## src/rtl/decoder_scan.sv

```systemverilog
// rtl/decoder_scan.sv - N-to-2**N registered decoder with direct and auto-scan modes
module decoder_scan #(
  parameter int N    = 3,
  parameter bit DOWN = 1'b0
) (
  input  logic              clk,
  input  logic              rst_n,
  input  logic              en,
  input  logic              mode,
  input  logic              load,
  input  logic              step,
  input  logic [N-1:0]      in,
  output logic [2**N-1:0]   out,
  output logic [N-1:0]      idx,
  output logic              wrap
);

  typedef enum logic [1:0] {IDLE, DECODE, SCAN} state_t;

  // index value from which a step wraps around
  localparam logic [N-1:0] LAST = DOWN ? {N{1'b0}} : {N{1'b1}};

  state_t         state;
  logic [N-1:0]   step_idx;

  function automatic logic [2**N-1:0] onehot(input logic [N-1:0] v);
    logic [2**N-1:0] r;
    r    = '0;
    r[v] = 1'b1;
    return r;
  endfunction

  always_comb begin
    step_idx = DOWN ? (idx - N'(1)) : (idx + N'(1));
  end

  always_ff @(posedge clk or negedge rst_n) begin
    if (!rst_n) begin
      state <= IDLE;
      out   <= '0;
      idx   <= '0;
      wrap  <= 1'b0;
    end else if (en) begin
      state <= IDLE;
      out   <= '0;
      wrap  <= 1'b0;
    end else if (!mode) begin
      state <= DECODE;
      idx   <= in;
      out   <= onehot(in);
      wrap  <= 1'b0;
    end else if (state != SCAN) begin
      state <= SCAN;
      idx   <= in;
      out   <= onehot(in);
      wrap  <= 1'b0;
    end else if (load) begin
      idx   <= in;
      out   <= onehot(in);
      wrap  <= 1'b0;
    end else if (step) begin
      idx   <= step_idx;
      out   <= onehot(step_idx);
      wrap  <= (idx == LAST);
    end else begin
      wrap  <= 1'b0;
    end
  end

endmodule

```

## config.mk

```make
export PLATFORM = sky130hd
export DESIGN_NAME = decoder_scan
export DESIGN_NICKNAME = d
export VERILOG_FILES = /design/src/rtl/decoder_scan.sv
export SDC_FILE = /design/constraint.sdc
export NUM_CORES = 1
export LEC_CHECK = 0
export CAP_MARGIN = 20
export CORE_MARGIN = 2
export CORE_UTILIZATION = 36
export CTS_CLUSTER_SIZE = 16
export DETAILED_ROUTE_END_ITERATION = 16
export SYNTH_ARGS = -nofsm -noshare
export SYNTH_HDL_FRONTEND = slang
export SYNTH_SLANG_ARGS = --single-unit
```

## constraint.sdc

```tcl
create_clock -name clk -period 1.75 [get_ports clk]
set_input_delay 0.175 -clock clk [delete_from_list [all_inputs] [get_ports clk]]
set_output_delay 0.175 -clock clk [all_outputs]
set_load 0.1 [all_outputs]
```

==> summary.log <==
qor: run_status.run_status completed
qor: yosys.netlist.top_cell.by_area dfrtp_1
qor: timing.maximum_clock_frequency 589 MHz
qor: clocking.clk_transition_reported_paths 0.10 ns
qor: detailed_routing.routed_wire_length_per_instance 16.7 um
qor: global_routing.global_route.usage.total 17.8%
qor: critical_path.timing.critical_path.mode_cell ha_4
qor: yosys.ys_types 26
qor: detailed_routing.route.vias.total 846
qor: placed_design.place_inst 146
qor: job.maxCapViolations 0
qor: yosys.synth_commonest_cells dfrtp_1 (14), nand3b_1 (10), a221o_1 (8), nor2_1 (8), clkbuf_1 (7)
qor: finish.diodes_inserted 0
qor: critical_path.worst_r2r_path_depth 5
qor: floorplanning.floorplan.initialDensity 38.1%
qor: finish.layout.nets 133
qor: yosys.synth.avg_cell_area 10.3 um^2
qor: clocking.holdBufCountCts 0
qor: placed_design.detailed_place_hpwl 1810 um
qor: floorplanning.dieArea 0.00305 mm^2
qor: detailed_routing.drt_first_iter_violations 19
qor: floorplanning.floorplan.die.width 55.2 um
qor: detailed_routing.detailed_route_vias_per_instance 5.64
qor: clocking.tritoncts built
qor: timing.fin_ws 0.0512 ns
qor: yosys.yosysMostFrequentCell dfrtp_1
qor: yosys.netlist.area_leader.share 37.1%
qor: timing.hold_viol 0
qor: power_and_ir_drop.leakage_dissipation 0.590 nW
qor: critical_path.timing.critical_path.slowest_cell_delay 0.50 ns
qor: power_and_ir_drop.total_power 973 uW
qor: timing.min_period 1.70 ns
qor: yosys.postSynth.topFlopCell dfrtp_1
qor: yosys.yosys_warnings 0
qor: floorplanning.fp-row-count 18
qor: finish.n_fill_cell 231
qor: clocking.cts.sinks 14
qor: critical_path.slowest_stage_cell_cp dfrtp_4
qor: global_routing.largest_net_degree_at_the_start_of_global_routing 15
qor: yosys.seq_area_frac_synth 37.1%
qor: clocking.cts-buffers-inserted 3
qor: critical_path.criticalPathCategory register to register
qor: detailed_routing.dr.pass1.iters 4
qor: yosys.number_of_instances_in_the_synthesized_netlist 92
qor: critical_path.worst-path-max-fanout 5
qor: critical_path.critical_path.reg2reg.startpoint idx[1]
qor: clocking.clk_root_buf clkbuf_4
qor: timing.clock_skew 0.00157 ns
qor: critical_path.critical_path.startpoint idx[1]
qor: finish.seqCellArea 359 um^2
qor: finish.post_route_cells_drive_above_1_share 38.3%
qor: power_and_ir_drop.worst_voltage_drop_across_the_vdd_grid 0.405 mV
qor: floorplanning.floorplan.die.height 55.2 um
qor: detailed_routing.antenna_left 0
qor: global_routing.first_global_vias 874
qor: floorplanning.coreArea 0.00248 mm^2
qor: clocking.max-clock-path-buffers 2
qor: detailed_routing.wl 2510 um
qor: global_routing.globalRouteOverflowTotal 0
qor: global_routing.first_pass_grt_wire_length 4330 um
qor: placed_design.globalplace.congestion 0.749
qor: timing.setup-violations-final 0
qor: critical_path.worstPathCellList ha_4 > ha_4 > nor3_1 > mux2_2 > a221o_1
qor: timing.timing_max_transition_violations_final 0
qor: timing.rsz_0062_raised_after_global_routing yes
qor: global_routing.antenna_violations_before_repair 0
qor: timing.relSlewSlack 74.0%
qor: detailed_routing.detail_route.drc_violations 0
qor: yosys.mappedNetlistArea 945 um^2
qor: yosys.fraction_of_registers_with_async_set_or_reset_after_synthesis 100%
qor: power_and_ir_drop.pwr_density_cell 731 mW/mm^2
qor: placed_design.post-place-ws -0.0682 ns
qor: critical_path.worst-endpoint-required 1.93 ns
qor: hold_path.hold_path_class input port to async pin
qor: timing.worst_hold_slack 0.194 ns
qor: floorplanning.ioPinCount 21
qor: critical_path.reg2reg_setup_slack 0.05 ns
qor: critical_path.critical_path.endpoint out[1]
qor: finish.finalNonFillerCells 150
qor: yosys.number_of_nets_produced_by_synthesis 104
qor: yosys.ys_ff_latch 14
qor: critical_path.endpoint_kind register
qor: clocking.htreeDepth 1
qor: critical_path.worstPathArrival 1.87 ns
qor: finish.syn_to_layout_area_delta 40.8%
qor: critical_path.crit_path_start_kind register
qor: timing.layout_worst_path_cycle_share 97.1%
qor: yosys.synth_edf_count 0
qor: finish.multi_input_area 592 um^2
qor: yosys.synth.area.top_cells dfrtp_1 (37%), a221o_1 (8.5%), nand3b_1 (7.9%), mux2i_1 (6.4%), or3b_2 (5.6%)
qor: placed_design.port_buffers 20
qor: clocking.clock_latency_reported_for_the_late_side_of_the_worst_skew_pair 0.28 ns
qor: critical_path.worst_r2r_endpoint out[1]
qor: timing.timing_worst_slew_pin_value 0.385 ns
## where the power goes
group	total [mW]	leakage (nW)	internal [mW]	switching, mW
combinational	0.368	0.386	0.155	0.213
clock	0.245	0.0210	0.127	0.119
sequential	0.360	0.183	0.343	0.0166
total	0.973	0.590	0.624	0.349
## placed cells by master, fill, tap and decap left out, drive strengths merged, types with 3 or more instances in the layout
master	synthesis	layout
a221o	8	8
buf	1	24
clkbuf	7	4
clkdlybuf4s50	0	8
dfrtp	14	14
ha	3	3
mux2i	6	6
nand3	3	3
nand3b	10	10
nor2	8	8
nor3	4	4
nor3b	3	3
or3b	7	7
## cell type report
class                           count  area share, %
Multi-Input combinational cell     68           44.5
Sequential cell                    14           27.0
Timing Repair Buffer               32           22.4
Tap cell                           30           2.82
Clock buffer                        4           2.73
Inverter                            2          0.564
## worst max-delay path, delay by kind of cell (launching register included)
family	cells	cell delay, ns
compound gates	1	0.31
mux	1	0.27
flops	1	0.50
fa+ha+maj	2	0.47
simple gates	1	0.04
## stage by stage
step / area [um^2] / utilization [%] / TNS, ns
after floorplan: 997 / - / -0.235
after global placement: 1290 / 52.2 / -0.112
after detailed placement: 1290 / 52.2 / -0.410
after global routing: 1330 / 53.7 / -0.0319
after CTS: 1330 / 53.7 / 0
final: 1330 / 53.7 / 0
## layer usage
layer  vias to the layer above  global-route usage (%)  wire, um
li1                        407                       -         -
met4                         0                    6.27        19
met5                         -                       0         0
met3                         2                    2.81        77
met2                        14                    27.0      1170
met1                       423                    25.4      1240
## registers in the layout (all words and copies together), names as in the netlist
| name | count |
|---|---|
| idx | 3 |
| out | 8 |
| state | 2 |
| wrap | 1 |
## cell families (layout without fill, tap and decap cells)
group | Yosys count | after routing | share of synthesized area (%)
simple gates | 44 | 44 | 31.3
flops | 14 | 14 | 37.1
compound gates | 13 | 13 | 13.8
buf+inv | 10 | 38 | 4.77
mux | 8 | 8 | 9.14
fa+ha+maj | 3 | 3 | 3.97
## how the worst min path moves through the flow
stage,startpoint,to,slack (ns)
after floorplan,rst_n,idx[2],-0.12
after global placement,rst_n,wrap,0.51
after detailed placement,rst_n,wrap,0.51
after CTS,rst_n,wrap,0.19
after global routing,rst_n,wrap,0.20
final,rst_n,wrap,0.19
## timing repair
item / 4_1_cts / 5_1_grt
resized for setup: 0 / 0
endpoints found under the setup margin: 0 / 2
setup buffers: 0 / 0
No activity file was read; power rests on OpenSTA's default activity.
==> RTL edit (same settings) <==
Change the parameter `N` from 3 to 4.
--- a/src/rtl/decoder_scan.sv
+++ b/src/rtl/decoder_scan.sv
@@ -2,3 +2,3 @@
 module decoder_scan #(
-  parameter int N    = 3,
+  parameter int N    = 4,
   parameter bit DOWN = 1'b0
Interface: changed (resized idx, in and out); port bits go from 21 to 31. The function was not compared with the original's and may differ.
==> RTL edit against the unedited design <==
Clock power grew 45%; first-iteration DRC count grew to 6.1 times the old value; global-route usage grew 1.5 points; power grew 52%; routed wire length grew 100%; design area grew 83%; synthesized area grew 81%; sequential cell count grew 9; synthesized cell count grew 110%; worst setup slack gained 0.024 ns; utilization shrank 1.4 points; critical path type unchanged.
==> RTL edit: results (changes against the unedited design) <==
===========================================================================
Status .......................................................    completed
Number of vias after detailed routing ........................         1728   +100%
Maximum number of pins on one net before global-route repair .           24   +9
GRT met2 Usage ...............................................        29.5%   +2.5 points
Fin cells ....................................................          302   +100%
Headroom to the max-slew limit ...............................        74.2%   +0.20 points
Total Routing Usage GR .......................................        19.2%   +1.5 points
Final Hold Slack .............................................     0.251 ns   +0.0573 ns
Fillers ......................................................          428   +85%
Clk tree area frac ...........................................        1.85%   -0.88 points
Smallest setup slack after layout ............................    0.0752 ns   +0.0240 ns
Data-path buffer share of cell area in the final layout ......        25.4%   +3.0 points
Top cells by area in the synthesized netlist ................. dfrtp_1 34%, a221o_1 5.9%, o21ai_0 5.0%
Setup crit start ............................................. idx[0]$_DFFE_PN0P_
Worst vdd ir .................................................     0.366 mV   -9.7%
Input/output buffers .........................................           30   +50%
Total number of sequential cells .............................           23   +9
Via count of the first global-routing pass ...................         1551   +77%
PostCTS Resize Cnt ...........................................            1   +1
Placement-stage cell area .................................... 0.00234 sq mm   +81%
Nets in the synthesized netlist ..............................          209   +100%
Starting DRC count in detailed routing .......................          116   +97
Final Wtd Congestion .........................................        0.844   +13%
Final Cell Area .............................................. 0.00244 sq mm   +83%
Layout cells sized above 1 ...................................        34.7%   -3.7 points
Clk root buf .................................................     clkbuf_8
Average wire length per cell after detail routing ............      16.6 um   -0.56%
Largest registers ranked by flip-flop count .................. out x16, idx x4, state x2
Routed met1 length ...........................................      2520 um   +100%
Buffers excl. clock ..........................................           71   +120%
P_leak .......................................................   0.00104 uW   +77%
Wire length on met3 ..........................................       192 um   +150%
CP Max Fanout ................................................            7   +2
Post-placement setup slack ...................................    -0.150 ns   -0.0819 ns
===========================================================================
-- RTL edit: cell types whose count changed after synthesis, sizes merged, moves of 7 or more --
cell / change
nor2: +7
o21ai: +18
nor4bb: +8
a21oi: +12
dfrtp: +9
clkbuf: +7
-- RTL edit: power groups by stage --
stage | Sequential, uW | Clock [uW] | Combinational (uW)
2_1_floorplan | 706 | 0 | 181
3_5_place_dp | 591 | 0 | 517
4_1_cts | 580 | 356 | 521
3_3_place_gp | 589 | 0 | 516
5_1_grt | 585 | 372 | 574
6_report | 580 | 355 | 540
-- RTL edit: cells by family (layout without fill, tap and decap cells) --
kind of cell             after synthesis  after routing  synth area share (%)
flip-flops                            23             23                  33.7
AND/OR/NAND/NOR                       79             79                  30.3
adder cells (fa/ha/maj)                5              5                  3.66
buffers and inverters                 24             78                  6.00
multiplexers                           8              8                  4.83
AO/OA/AOI/OAI                         55             55                  21.6
